[config.mk]
export PLATFORM = sky130hd
export DESIGN_NAME = led_job_ctrl
export DESIGN_NICKNAME = d
export VERILOG_FILES = /design/src/rtl/led_pkg.sv /design/src/rtl/led_rr_arb2.sv /design/src/rtl/led_job_ctrl.sv
export SDC_FILE = /design/constraint.sdc
export NUM_CORES = 1
export LEC_CHECK = 0
export CAP_MARGIN = 30
export CORE_AREA = 5 5 276 278
export CTS_CLUSTER_DIAMETER = 80
export DETAILED_ROUTE_END_ITERATION = 16
export DIE_AREA = 0 0 281 283
export PLACE_DENSITY = 0.39
export REMOVE_ABC_BUFFERS = 1
export SLEW_MARGIN = 5
export SYNTH_ARGS = -nofsm -noshare
export SYNTH_HDL_FRONTEND = slang
export SYNTH_SLANG_ARGS = --single-unit
[constraint.sdc]
create_clock -name clk -period 2.2 [get_ports clk]
set_input_delay 0.66 -clock clk [delete_from_list [all_inputs] [get_ports clk]]
set_output_delay 0.66 -clock clk [all_outputs]
set_load 0.02 [all_outputs]
[src/rtl/led_pkg.sv]
// Shared widths, default timing and state encoding for the LED-128 job controller.
package led_pkg;

    localparam int KEY_W = 128;
    localparam int BLK_W = 64;

    localparam logic [7:0]  DEF_RST_CYCLES     = 8'd5;
    localparam logic [7:0]  DEF_START_CYCLES   = 8'd2;
    localparam logic [15:0] DEF_TIMEOUT_CYCLES = 16'd12000;

    typedef logic req_id_t;

    typedef enum logic [2:0] {
        IDLE   = 3'd0,
        CRST   = 3'd1,
        CGAP   = 3'd2,
        CSTART = 3'd3,
        CWAIT  = 3'd4,
        RESP   = 3'd5
    } state_e;

endpackage

[src/rtl/led_rr_arb2.sv]
// Two-input round-robin arbiter; remembers the last granted requester so that
// simultaneous requests alternate.
module led_rr_arb2
    import led_pkg::*;
(
    input  logic    clk,
    input  logic    rst_n,
    input  logic    en_i,
    input  logic    req0_i,
    input  logic    req1_i,
    output req_id_t grant_o,
    output logic    rdy0_o,
    output logic    rdy1_o
);

    req_id_t last_grant_q;

    always_comb begin
        grant_o = 1'b0;
        if (req0_i && req1_i) begin
            grant_o = ~last_grant_q;
        end else if (req1_i) begin
            grant_o = 1'b1;
        end
    end

    assign rdy0_o = en_i && req0_i && (grant_o == 1'b0);
    assign rdy1_o = en_i && req1_i && (grant_o == 1'b1);

    // Reset to 1 so requester 0 wins the first contested grant.
    always_ff @(posedge clk or negedge rst_n) begin
        if (!rst_n) begin
            last_grant_q <= 1'b1;
        end else if (rdy0_o || rdy1_o) begin
            last_grant_q <= grant_o;
        end
    end

endmodule

[src/rtl/led_job_ctrl.sv]
// Two-requester job sequencer for one shared led_serial LED-128 core.
// Optional CWAIT watchdog enabled by defining LED_CTRL_TIMEOUT_EN.
module led_job_ctrl
    import led_pkg::*;
#(
    parameter logic [7:0]  RST_CYCLES     = DEF_RST_CYCLES,
    parameter logic [7:0]  START_CYCLES   = DEF_START_CYCLES,
    parameter logic [15:0] TIMEOUT_CYCLES = DEF_TIMEOUT_CYCLES
) (
    input  logic             clk,
    input  logic             reset,
    input  logic             req0_valid,
    output logic             req0_ready,
    input  logic [KEY_W-1:0] req0_key,
    input  logic [BLK_W-1:0] req0_data,
    input  logic             req1_valid,
    output logic             req1_ready,
    input  logic [KEY_W-1:0] req1_key,
    input  logic [BLK_W-1:0] req1_data,
    output logic             rsp_valid,
    input  logic             rsp_ready,
    output logic             rsp_id,
    output logic [BLK_W-1:0] rsp_data,
    output logic             rsp_err,
    output logic             core_reset,
    output logic             core_start,
    output logic [KEY_W-1:0] core_keyi,
    output logic [BLK_W-1:0] core_datai,
    input  logic [BLK_W-1:0] core_dataq,
    input  logic             core_done,
    output logic             busy
);

    state_e           state_q, state_d;
    logic [7:0]       cnt_q;
    req_id_t          grant;
    req_id_t          id_q;
    logic             accept;
    logic             timeout;
    logic [KEY_W-1:0] keyi_q;
    logic [BLK_W-1:0] datai_q;
    logic [BLK_W-1:0] rsp_data_q;

    led_rr_arb2 u_arb (
        .clk     (clk),
        .rst_n   (reset),
        .en_i    (state_q == IDLE),
        .req0_i  (req0_valid),
        .req1_i  (req1_valid),
        .grant_o (grant),
        .rdy0_o  (req0_ready),
        .rdy1_o  (req1_ready)
    );

    assign accept = req0_ready || req1_ready;

`ifdef LED_CTRL_TIMEOUT_EN
    logic [15:0] wd_q;
    logic        rsp_err_q;

    // A done arriving on the limit cycle takes priority over the timeout.
    assign timeout = (state_q == CWAIT) && !core_done && (wd_q == TIMEOUT_CYCLES);

    always_ff @(posedge clk or negedge reset) begin
        if (!reset) begin
            wd_q      <= '0;
            rsp_err_q <= 1'b0;
        end else begin
            if (state_q == CSTART) begin
                wd_q <= '0;
            end else if ((state_q == CWAIT) && (wd_q != TIMEOUT_CYCLES)) begin
                wd_q <= wd_q + 16'd1;
            end
            if (state_q == CWAIT) begin
                if (core_done) begin
                    rsp_err_q <= 1'b0;
                end else if (timeout) begin
                    rsp_err_q <= 1'b1;
                end
            end
        end
    end

    assign rsp_err = rsp_err_q;
`else
    logic unused_timeout;
    assign unused_timeout = ^TIMEOUT_CYCLES;
    assign timeout        = 1'b0;
    assign rsp_err        = 1'b0;
`endif

    always_ff @(posedge clk or negedge reset) begin
        if (!reset) begin
            state_q <= IDLE;
        end else begin
            state_q <= state_d;
        end
    end

    always_comb begin
        state_d = state_q;
        unique case (state_q)
            IDLE:    if (accept) state_d = CRST;
            CRST:    if (cnt_q <= 8'd1) state_d = CGAP;
            CGAP:    state_d = CSTART;
            CSTART:  if (cnt_q <= 8'd1) state_d = CWAIT;
            CWAIT:   if (core_done || timeout) state_d = RESP;
            RESP:    if (rsp_ready) state_d = IDLE;
            default: state_d = IDLE;
        endcase
    end

    always_comb begin
        core_reset = 1'b0;
        core_start = 1'b0;
        rsp_valid  = 1'b0;
        busy       = 1'b1;
        unique case (state_q)
            IDLE:    busy       = 1'b0;
            CRST:    core_reset = 1'b1;
            CSTART:  core_start = 1'b1;
            RESP:    rsp_valid  = 1'b1;
            default: ;
        endcase
    end

    // Phase counter: loads on entry, counts down to 1 and holds there.
    always_ff @(posedge clk or negedge reset) begin
        if (!reset) begin
            cnt_q <= '0;
        end else begin
            unique case (state_q)
                IDLE:         if (accept) cnt_q <= RST_CYCLES;
                CGAP:         cnt_q <= START_CYCLES;
                CRST, CSTART: if (cnt_q > 8'd1) cnt_q <= cnt_q - 8'd1;
                default:      ;
            endcase
        end
    end

    always_ff @(posedge clk or negedge reset) begin
        if (!reset) begin
            keyi_q     <= '0;
            datai_q    <= '0;
            id_q       <= 1'b0;
            rsp_data_q <= '0;
        end else begin
            if (accept) begin
                keyi_q  <= grant ? req1_key  : req0_key;
                datai_q <= grant ? req1_data : req0_data;
                id_q    <= grant;
            end
            if (state_q == CWAIT) begin
                if (core_done) begin
                    rsp_data_q <= core_dataq;
                end else if (timeout) begin
                    rsp_data_q <= '0;
                end
            end
        end
    end

    assign core_keyi  = keyi_q;
    assign core_datai = datai_q;
    assign rsp_id     = id_q;
    assign rsp_data   = rsp_data_q;

endmodule
==> results.txt, run 1 <==
Post-synthesis average cell area = 11.6 sq um
Ratio of cells with drive above 1 in the final layout = 12.1%
Drt drc = 0
Period utilization = 102%
Clock root buffer = clkbuf_16
Post-synth EDFFs = 0
Initial antenna violation count = 12
Place WS = -646 ps
Worst slew margin = 60.1%
Largest area contributor in the netlist = dfrtp_1
Routed WL per cell = 19.5 um
Iteration count of the initial detailed-routing pass = 4
Yosys cell types = 48
Worst hold margin = 56.4 ps
Crit Reg-Reg Endpoint = core_keyi[32]
Pwr Total = 26.9 mW
Final worst setup slack = -35.7 ps
Clock Path Buffers = 3
Largest net degree at the start of global routing = 57
P per Cell Area = 1220 nW/um^2
Crit path capture = req0_ready
Die area = 79500 sq um
Hold Crit Class = in -> async
Yosys warning total = 0
Worst-path fanout max = 3
Area growth syn-to-layout = 78.8%
Critical Path Source = state_q[1]
Clock-pin slew on the worst setup and hold paths = 60 ps
Vias = 10800
H-tree levels = 2
Fin nets = 2280
PortBufs = 716
WP data arrival = 1580 ps
Vias in the first global route = 11800
CTS tree = done
Crit start category = register
Final min period = 2240 ps
Worst Path Required = 1540 ps
Dpl cells = 2748
Post-DP HPWL = 44.3 mm
Worst Tran Pin Value = 598 ps
TNS Setup = -35.7 ps
Hold Buf Count CTS = 0
DRT antenna net count = 0
Top-area cell type share of the netlist area = 54.3%
GRT overflow = 0
Reg2reg start = u_arb.last_grant_q
Post-Place Cell Area = 21000 sq um
Skew-Pair Late Insertion Delay = 530 ps
Initial drt markers = 304
Outcome = complete, but fails checks
Final Util = 30.0%
Vias per inst = 3.85
TritonCTS buffer count = 39
Die width = 281 um
Final setup viols = 1
Placer Congestion = 0.778
TritonCTS Sinks = 269
Fmax = 0.447 GHz
Violated checks = negative setup slack
Synth Flop Type = dfrtp_1
LEAKAGE = 9.80 nW
Sequential fraction of the synthesis area = 54.5%
Synth top area cells = dfrtp_1 54%, mux2i_1 16%, a21oi_1 8.0%
Max rail drop VDD = 0.530 mV
Reg2Reg Setup Slack = 270 ps
Ys async rst share = 100%
Total Wirelength = 54.9 mm
Count of final hold-check violations = 0
First-pass GRT wire length = 78.5 mm
Non-Filler Instances = 2821
Core box area = 73700 sq um
Rows = 100
Final max-slew violation count = 0
RSZ-0062 raised after global routing = yes
Max-cap violations = 0
Initial core utilization = 16.8%
Clock skew = 22.9 ps
Die H = 283 um
Top Ports = 718
Worst Setup End Kind = primary output
Mapped Cells = 1068
GRT Overall Usage = 13.0%
Critical path start-end classification = reg -> out
Number of synthesized register bits = 269
Area of the mapped netlist = 12400 sq um
Final Cell Area = 22100 sq um
R2R depth = 6
==> final cells by class <==
cell class,instances,area [sq um]
inverters,7,31.3
clock inverters,10,98.8
repair buffers,793,7750
fillers,7676,51600
clock buffers,56,1170
multi-input cells,714,5080
well taps,969,1210
diodes,3,7.51
flip-flops and latches,269,6730
==> per-layer routing <==
metal / share of wire (%) / vias up / global-route usage [%]
li1: - / 5228 / -
met1: 36 / 5052 / 13.9
met2: 50 / 487 / 23.6
met3: 11 / 74 / 5.90
met4: 2.0 / 6 / 2.85
met5: 0.055 / - / 0
==> synthesized netlist by cell type, drive strengths merged, types with 2 or more instances <==
cell type / count
inv: 7
buf: 75
ha: 2
clkbuf: 3
nor3: 3
nor3b: 2
mux2i: 194
and2: 2
nand3: 2
a21oi: 197
nand2: 4
a21o: 2
nand2b: 2
nor4: 3
nand3b: 2
nand4: 2
nor2b: 2
a221oi: 2
a31o: 2
mux2: 67
nor2: 208
o21ai: 2
dfrtp: 268
==> how the worst min path moves through the flow <==
| stage | from | end | depth (start not counted) |
|---|---|---|---|
| 2_1_floorplan | reset | cnt_q[0] | 0 |
| 3_5_place_dp | rsp_id | rsp_id | 1 |
| 3_3_place_gp | rsp_id | rsp_id | 1 |
| 6_report | reset | rsp_data[26] | 1 |
| 5_1_grt | reset | rsp_data[26] | 1 |
| 4_1_cts | reset | rsp_data[26] | 1 |
==> what timing repair did <==
item                       in CTS  in global routing
buffers inserted                3                  1
gates resized for setup       269                 24
setup endpoints to repair     238                 49
hold endpoints to repair        0                  0
==> cells by family (layout without fill, tap and decap cells) <==
| family | after synthesis | after routing | synth area share (%) |
|---|---|---|---|
| xor gates and xnor gates | 2 | 2 | 0.142 |
| adders and majority gates | 2 | 2 | 0.203 |
| other | 1 | 4 | 0.0304 |
| muxes | 261 | 261 | 23.7 |
| buffers and inverters | 85 | 866 | 4.52 |
| AOI/OAI and AO/OA | 211 | 211 | 8.84 |
| and+or+nand+nor | 237 | 237 | 8.09 |
| DFF | 269 | 269 | 54.5 |
==> critical path: stages (launching register included) <==
cell	delay (ps)
dfrtp_1	400
nor3_4	270
nand2_1	110
nor2_1	110
buf_4	150
==> where the power goes <==
part	switching (mW)	internal, mW
sequential	1.20	7.17
combinational	6.99	5.38
clock	2.35	3.81
==> flip-flops by register name, indices dropped and copies added, names as in the netlist <==
name                flops
rsp_data               64
core_datai             64
rsp_id                  1
u_arb.last_grant_q      1
state_q                 3
cnt_q                   8
core_keyi             128
==> layout by cell type (no fill, tap or decap), types with 3 or more instances in the layout <==
| cell type | synthesis | routed |
|---|---|---|
| clkbuf_1 | 3 | 4 |
| buf_12 | 0 | 19 |
| a21oi_1 | 197 | 197 |
| mux2_2 | 7 | 7 |
| mux2_4 | 60 | 60 |
| diode_2 | 0 | 3 |
| dfrtp_1 | 268 | 268 |
| clkbuf_8 | 0 | 13 |
| clkdlybuf4s50_1 | 0 | 455 |
| clkinv_2 | 0 | 3 |
| inv_1 | 6 | 6 |
| dlymetal6s2s_1 | 0 | 22 |
| clkbuf_16 | 0 | 39 |
| buf_4 | 26 | 60 |
| inv_6 | 0 | 5 |
| dlygate4sd2_1 | 0 | 232 |
| mux2i_1 | 194 | 194 |
| nand2_1 | 4 | 4 |
| nor2_1 | 207 | 207 |
| buf_6 | 13 | 4 |
Power figures use the tool's default switching activity.
==> run 2: changes to the inputs <==
Settings changed: ABC_AREA from default to 1, CORE_AREA 5 5 276 278 to 5 5 273 275, DIE_AREA 0 0 281 283 to 0 0 278 280, PLACE_DENSITY 0.39 to 0.41.
==> results.txt, run 2 <==
Fmax = 0.450 GHz (+0.64%)
Die area = 77800 sq um (-2.1%)
Worst slew margin = 64.1% (+3.9 points)
H-tree levels = 2 (unchanged)
Placer Congestion = 0.813 (+4.5%)
Initial core utilization = 18.3% (+1.5 points)
Count of final hold-check violations = 0 (unchanged)
Clock power frac = 20.2% (-2.7 points)
Yosys warning total = 0 (unchanged)
Met3 WL = 5.53 mm (-10%)
Final worst setup slack = -21.6 ps (+14.1 ps)
Clock skew = 22.8 ps (-0.0442 ps)
Rows = 99 (-1.0%)
First-pass GRT wire length = 82.2 mm (+4.7%)
Top cells by count, synth = 268 x dfrtp_1, 200 x o21ai_0, 156 x or2_2
GRT overflow = 0 (unchanged)
Most frequent cells in the layout = 461 x clkdlybuf4s50_1, 267 x dfrtp_1, 237 x dlygate4sd2_1, 200 x o21ai_0, 156 x or2_2
Period utilization = 101% (-0.64 points)
Place WS = -596 ps (+50.1 ps)
Fin nets = 2514 (+10%)
Ratio of cells with drive above 1 in the final layout = 28.4% (+16 points)
Area of the mapped netlist = 13200 sq um (+6.8%)
Max reg flops = 128 (unchanged)
TritonCTS Sinks = 269 (unchanged)
Most common cell in the netlist = dfrtp_1
P per Cell Area = 1340 nW/um^2 (+10%)
Critical path start-end classification = reg -> out
Worst Setup End Kind = primary output
Ys async rst share = 100% (unchanged)
Post-synth EDFFs = 0 (unchanged)
Clock root buffer = clkbuf_16
Mapped Cells = 1310 (+23%)
Uppermost routed layer = met5
RSZ-0062 raised after global routing = yes
Routed WL per cell = 18.4 um (-5.5%)
Vias = 12000 (+10%)
WP data arrival = 1560 ps (-20 ps)
Fillers = 7493 (-2.4%)
CTS tree = done
Die H = 280 um (-1.1%)
Area growth syn-to-layout = 73.3%
Switching Fraction = 41.8% (+2.6 points)
Wl on met1 = 21.3 mm (+7.1%)
Combinational power share = 51.4% (+5.4 points)
Max-cap violations = 0 (unchanged)
Initial drt markers = 352 (+16%)
Clock Path Buffers = 3 (unchanged)
Die width = 278 um (-1.1%)
DRT antenna net count = 0 (unchanged)
LEAKAGE = 9.27 nW (-5.4%)
Int Power = 17.9 mW (+9.3%)
GRT Overall Usage = 13.6% (+0.59 points)
Sequential fraction of the synthesis area = 51.0% (-3.5 points)
Iteration count of the initial detailed-routing pass = 4 (unchanged)
Worst hold margin = 47.3 ps (-9.12 ps)
Synth Flop Type = dfrtp_1
TritonCTS buffer count = 38 (-2.6%)
Final min period = 2220 ps (-14.1 ps)
Top Ports = 718 (unchanged)
Top-area cell type share of the netlist area = 50.8% (-3.5 points)
PortBufs = 716 (unchanged)
Total Wirelength = 56.0 mm (+2.1%)
Final max-slew violation count = 0 (unchanged)
Worst-path fanout max = 3 (unchanged)
Worst Tran Pin Value = 539 ps (-59.2 ps)
Vias in the first global route = 12900 (+9.4%)
Post-synthesis average cell area = 10.1 sq um (-13%)
Final setup viols = 1 (unchanged)
Skew-Pair Late Insertion Delay = 540 ps (about the same)
Wire length on met2 = 28.2 mm (+2.0%)
Commonest non-fill, non-tap cell in the layout = clkdlybuf4s50_1
Core box area = 72100 sq um (-2.2%)
Initial antenna violation count = 6 (-6)
Vias per inst = 3.93 (+2.1%)
Hold Crit Class = in -> async
Synth top area cells = dfrtp_1 51%, o21ai_0 7.6%, or2_2 7.4%
Outcome = complete, but fails checks
Yosys cell types = 30 (-38%)
Drt drc = 0 (unchanged)
Largest area contributor in the netlist = dfrtp_1
Sequential power share = 28.4% (-2.7 points)
Clock-pin slew on the worst setup and hold paths = 60 ps (about the same)
Violated checks = negative setup slack
Max rail drop VDD = 0.573 mV (+8.2%)
Net Switching = 12.9 mW (+22%)
Hold Buf Count CTS = 0 (unchanged)
Post-DP HPWL = 44.5 mm (+0.57%)
Largest net degree at the start of global routing = 103 (+81%)
Crit start category = register
Worst Path Required = 1540 ps (about the same)
Number of synthesized register bits = 269 (unchanged)
run 2: changes by cell type after synthesis, sizes merged, moves of 9 or more:
cell	previous run	this run
inv	7	20
nand2	4	42
mux2i	194	0
buf	75	55
or2	0	192
nand3	2	11
o21ai	2	200
clkbuf	3	39
run 2: area by class of cell:
class	instances	area (sq um)	share of cell area, %
antenna	3	7.51	0.0328
clock buffer	56	1110	4.85
clock inverter	12	158	0.689
inverter	20	80.1	0.350
multi-input combinational	927	5750	25.1
sequential	269	6730	29.4
tap	959	1200	5.25
timing repair buffer	802	7830	34.2
run 2: kinds of logic after synthesis:
logic type      after synthesis  share of synthesized area (%)
compound gates              396                           18.1
xor+xnor                      2                          0.133
other cells                   1                         0.0284
simple gates                462                           19.2
flops                       269                           51.0
mux                          64                           5.46
fa+ha+maj                     2                          0.190
buf+inv                     114                           5.86
run 2: critical path: stages, from the launching register on:
cell and delay [ps]:
dfrtp_1 400, nor2_4 150, inv_4 60, nor2_8 140, nand2_4 70, nor2_4 80, buf_6 120
run 2: per-stage QoR:
stage	utilization, %	instances	area (sq um)	power (mW)	setup TNS (ps)
6_report	31.7	3048	22900	30.7	-21.6
5_1_grt	31.7	3045	22900	32.9	-288
4_1_cts	31.6	3042	22800	31.4	-160
3_5_place_dp	30.2	2972	21800	26.3	-55230
3_3_place_gp	30.2	2972	21800	26.2	-54440
2_1_floorplan	-	1216	12500	16.6	-841810
run 2: final timing paths:
path,startpoint,to,slack [ps],depth (start not counted)
worst max register to register,u_arb.last_grant_q,cnt_q[6],180,8
worst max-delay path,state_q[1],req0_ready,-20,6
min in group clk,rsp_id,rsp_id,470,2
worst min register to register,rsp_id,rsp_id,470,2
worst min-delay path,reset,core_datai[5],50,1
max in group asynchronous,reset,core_datai[19],1450,2
run 2: power groups by stage:
stage	Sequential, mW	Combinational (mW)	Clock (mW)
finish	8.72	15.8	6.20
detailed placement	8.90	17.4	0
CTS	8.78	16.1	6.50
floorplan	11.5	5.10	0
global route	9.07	17.2	6.68
global placement	8.84	17.4	0
run 2: what timing repair did:
action | 4_1_cts | 5_1_grt
resized for setup | 281 | 22
endpoints found under the setup margin | 241 | 16
pin swaps | 1 | 2
cloned | 0 | 0
setup buffers | 2 | 3
run 2: per-layer routing:
metal,GRT usage [%],up-vias
met5,0,-
met4,2.61,4
met3,5.75,58
met2,24.6,482
met1,15.1,5537
li1,-,5884
==> run 3: changes to the inputs <==
Settings changed: HOLD_SLACK_MARGIN from default to 0.06.
==> results.txt, run 3 (synthesis gave the netlist of run 2 again) <==
Outcome = complete, but fails checks
Violated checks = negative setup slack
Worst Setup End Kind = primary output
Iteration count of the initial detailed-routing pass = 4 (unchanged)
Routed WL per cell = 18.4 um (about the same)
TNS Setup = -22.8 ps (-1.26 ps)
Clock Path Buffers = 3 (unchanged)
Cells along the critical path = nor2_4, inv_4, nor2_8, nand2_4, nor2_4, buf_6
Largest net degree at the start of global routing = 103 (unchanged)
Post-Place Cell Area = 21800 sq um (unchanged)
Initial drt markers = 358 (+1.7%)
Final Cell Area = 22900 sq um (about the same)
Core box area = 72100 sq um (unchanged)
Drt drc = 0 (unchanged)
GRT overflow = 0 (unchanged)
Die area = 77800 sq um (unchanged)
Die width = 278 um (unchanged)
Most Frequent Cell on Critical Path = nor2_4
Area growth syn-to-layout = 73.4% (about the same)
Clock root buffer = clkbuf_16
Reg2Reg Setup Slack = 190 ps (about the same)
Fmax = 0.450 GHz (about the same)
Clock-pin slew on the worst setup and hold paths = 60 ps (about the same)
Crit path largest cell delay = 400 ps (about the same)
Top Ports = 718 (unchanged)
LEAKAGE = 9.28 nW (about the same)
Initial antenna violation count = 6 (unchanged)
Post-DP HPWL = 44.5 mm (unchanged)
Crit start category = register
Placer Congestion = 0.813 (unchanged)
Worst Path Required = 1540 ps (about the same)
Vias per inst = 3.93 (about the same)
Final max-slew violation count = 0 (unchanged)
Total Wirelength = 56.1 mm (+0.11%)
GRT Overall Usage = 13.6% (about the same)
First-pass GRT wire length = 82.2 mm (about the same)
Count of final hold-check violations = 0 (unchanged)
Max reg flops = 128 (unchanged)
Fin nets = 2515 (+0.040%)
WP data arrival = 1560 ps (about the same)
Final setup viols = 1 (unchanged)
Hold Crit Class = reg -> reg
Die H = 280 um (unchanged)
P per Cell Area = 1340 nW/um^2 (about the same)
Commonest non-fill, non-tap cell in the layout = clkdlybuf4s50_1
Worst Tran Pin Value = 528 ps (-11.5 ps)
Max rail drop VDD = 0.573 mV (about the same)
Fillers = 7492 (-0.013%)
Worst slew margin = 64.8% (+0.77 points)
H-tree levels = 2 (unchanged)
Ratio of cells with drive above 1 in the final layout = 28.4% (about the same)
Largest delay share family, worst path = simple AND/OR/NAND/NOR gates
Period utilization = 101% (about the same)
PortBufs = 716 (unchanged)
WP buf/inv = 2 (unchanged)
Initial core utilization = 18.3% (unchanged)
Skew-Pair Late Insertion Delay = 540 ps (about the same)
Rows = 99 (unchanged)
RSZ-0062 raised after global routing = yes
TritonCTS Sinks = 269 (unchanged)
Final Util = 31.7% (about the same)
Vias = 12000 (+0.067%)
Slowest-stage cell, CP = dfrtp_1
Critical path start-end classification = reg -> out
Pwr Total = 30.7 mW (about the same)
Clock skew = 24.0 ps (+1.12 ps)
Max-cap violations = 0 (unchanged)
TritonCTS buffer count = 38 (unchanged)
CTS tree = done
Final min period = 2220 ps (+1.26 ps)
DRT antenna net count = 0 (unchanged)
Vias in the first global route = 12900 (+0.016%)
Worst-path fanout max = 3 (unchanged)
Final worst setup slack = -22.8 ps (-1.26 ps)
Most frequent cells in the layout = 461 x clkdlybuf4s50_1, 267 x dfrtp_1, 237 x dlygate4sd2_1, 200 x o21ai_0, 156 x or2_2
==> run 3: changes by cell type in the layout (fill, tap and decap cells not counted), sizes merged <==
cell and change:
dlygate4sd3 +1
==> run 3: path summary, 6_finish.rpt <==
kind / to / start / depth (start not counted)
setup / recovery: req0_ready / state_q[1] / 6
hold / removal: rsp_id / rsp_id / 2
setup reg to reg: cnt_q[6] / u_arb.last_grant_q / 8
hold reg to reg: rsp_id / rsp_id / 2
max in group asynchronous: core_datai[19] / reset / 3
min in group asynchronous: core_datai[5] / reset / 2
==> run 3: worst min-delay path: stages (launching register included) <==
cell and delay [ps]:
dfrtp_1 340, nand2_1 50, nand2_1 50
==> run 3: power breakdown <==
part	total [mW]	internal, mW	leakage [nW]	switching [mW]
clock	6.21	3.86	0.616	2.35
combinational	15.8	6.64	5.63	9.17
sequential	8.73	7.38	3.03	1.34
==> run 3: area by class of cell <==
type / instances / area [sq um] / area share (%)
Sequential cell: 269 / 6730 / 29.4
Inverter: 20 / 80.1 / 0.350
Clock inverter: 12 / 158 / 0.689
Clock buffer: 56 / 1110 / 4.85
Timing Repair Buffer: 803 / 7840 / 34.3
Antenna cell: 3 / 7.51 / 0.0328
Multi-Input combinational cell: 927 / 5750 / 25.1
Tap cell: 959 / 1200 / 5.24
==> run 3: layer usage <==
layer / wire length (um) / up-vias / global-route usage, %
li1: - / 5887 / -
met1: 21400 / 5535 / 15.1
met2: 28200 / 488 / 24.6
met3: 5520 / 59 / 5.77
met4: 962 / 4 / 2.64
met5: 27 / - / 0
==> run 3: timing repair <==
item                                    CTS  global route
hold buffers                              1             0
endpoints found under the setup margin  241            16
resized for setup                       281            22
buffers inserted                          2             3
pin swaps                                 1             2
endpoints found under the hold margin    36             0
gates cloned                              0             0
==> run 3: per-stage QoR <==
step           hold slack [ps]  std cells  setup slack [ps]
6_report                   473       3049             -22.8
5_1_grt                    501       3046              -118
4_1_cts                    474       3043              -102
3_5_place_dp               458       2972              -596
3_3_place_gp               463       2972              -626
2_1_floorplan              364       1216             -4370
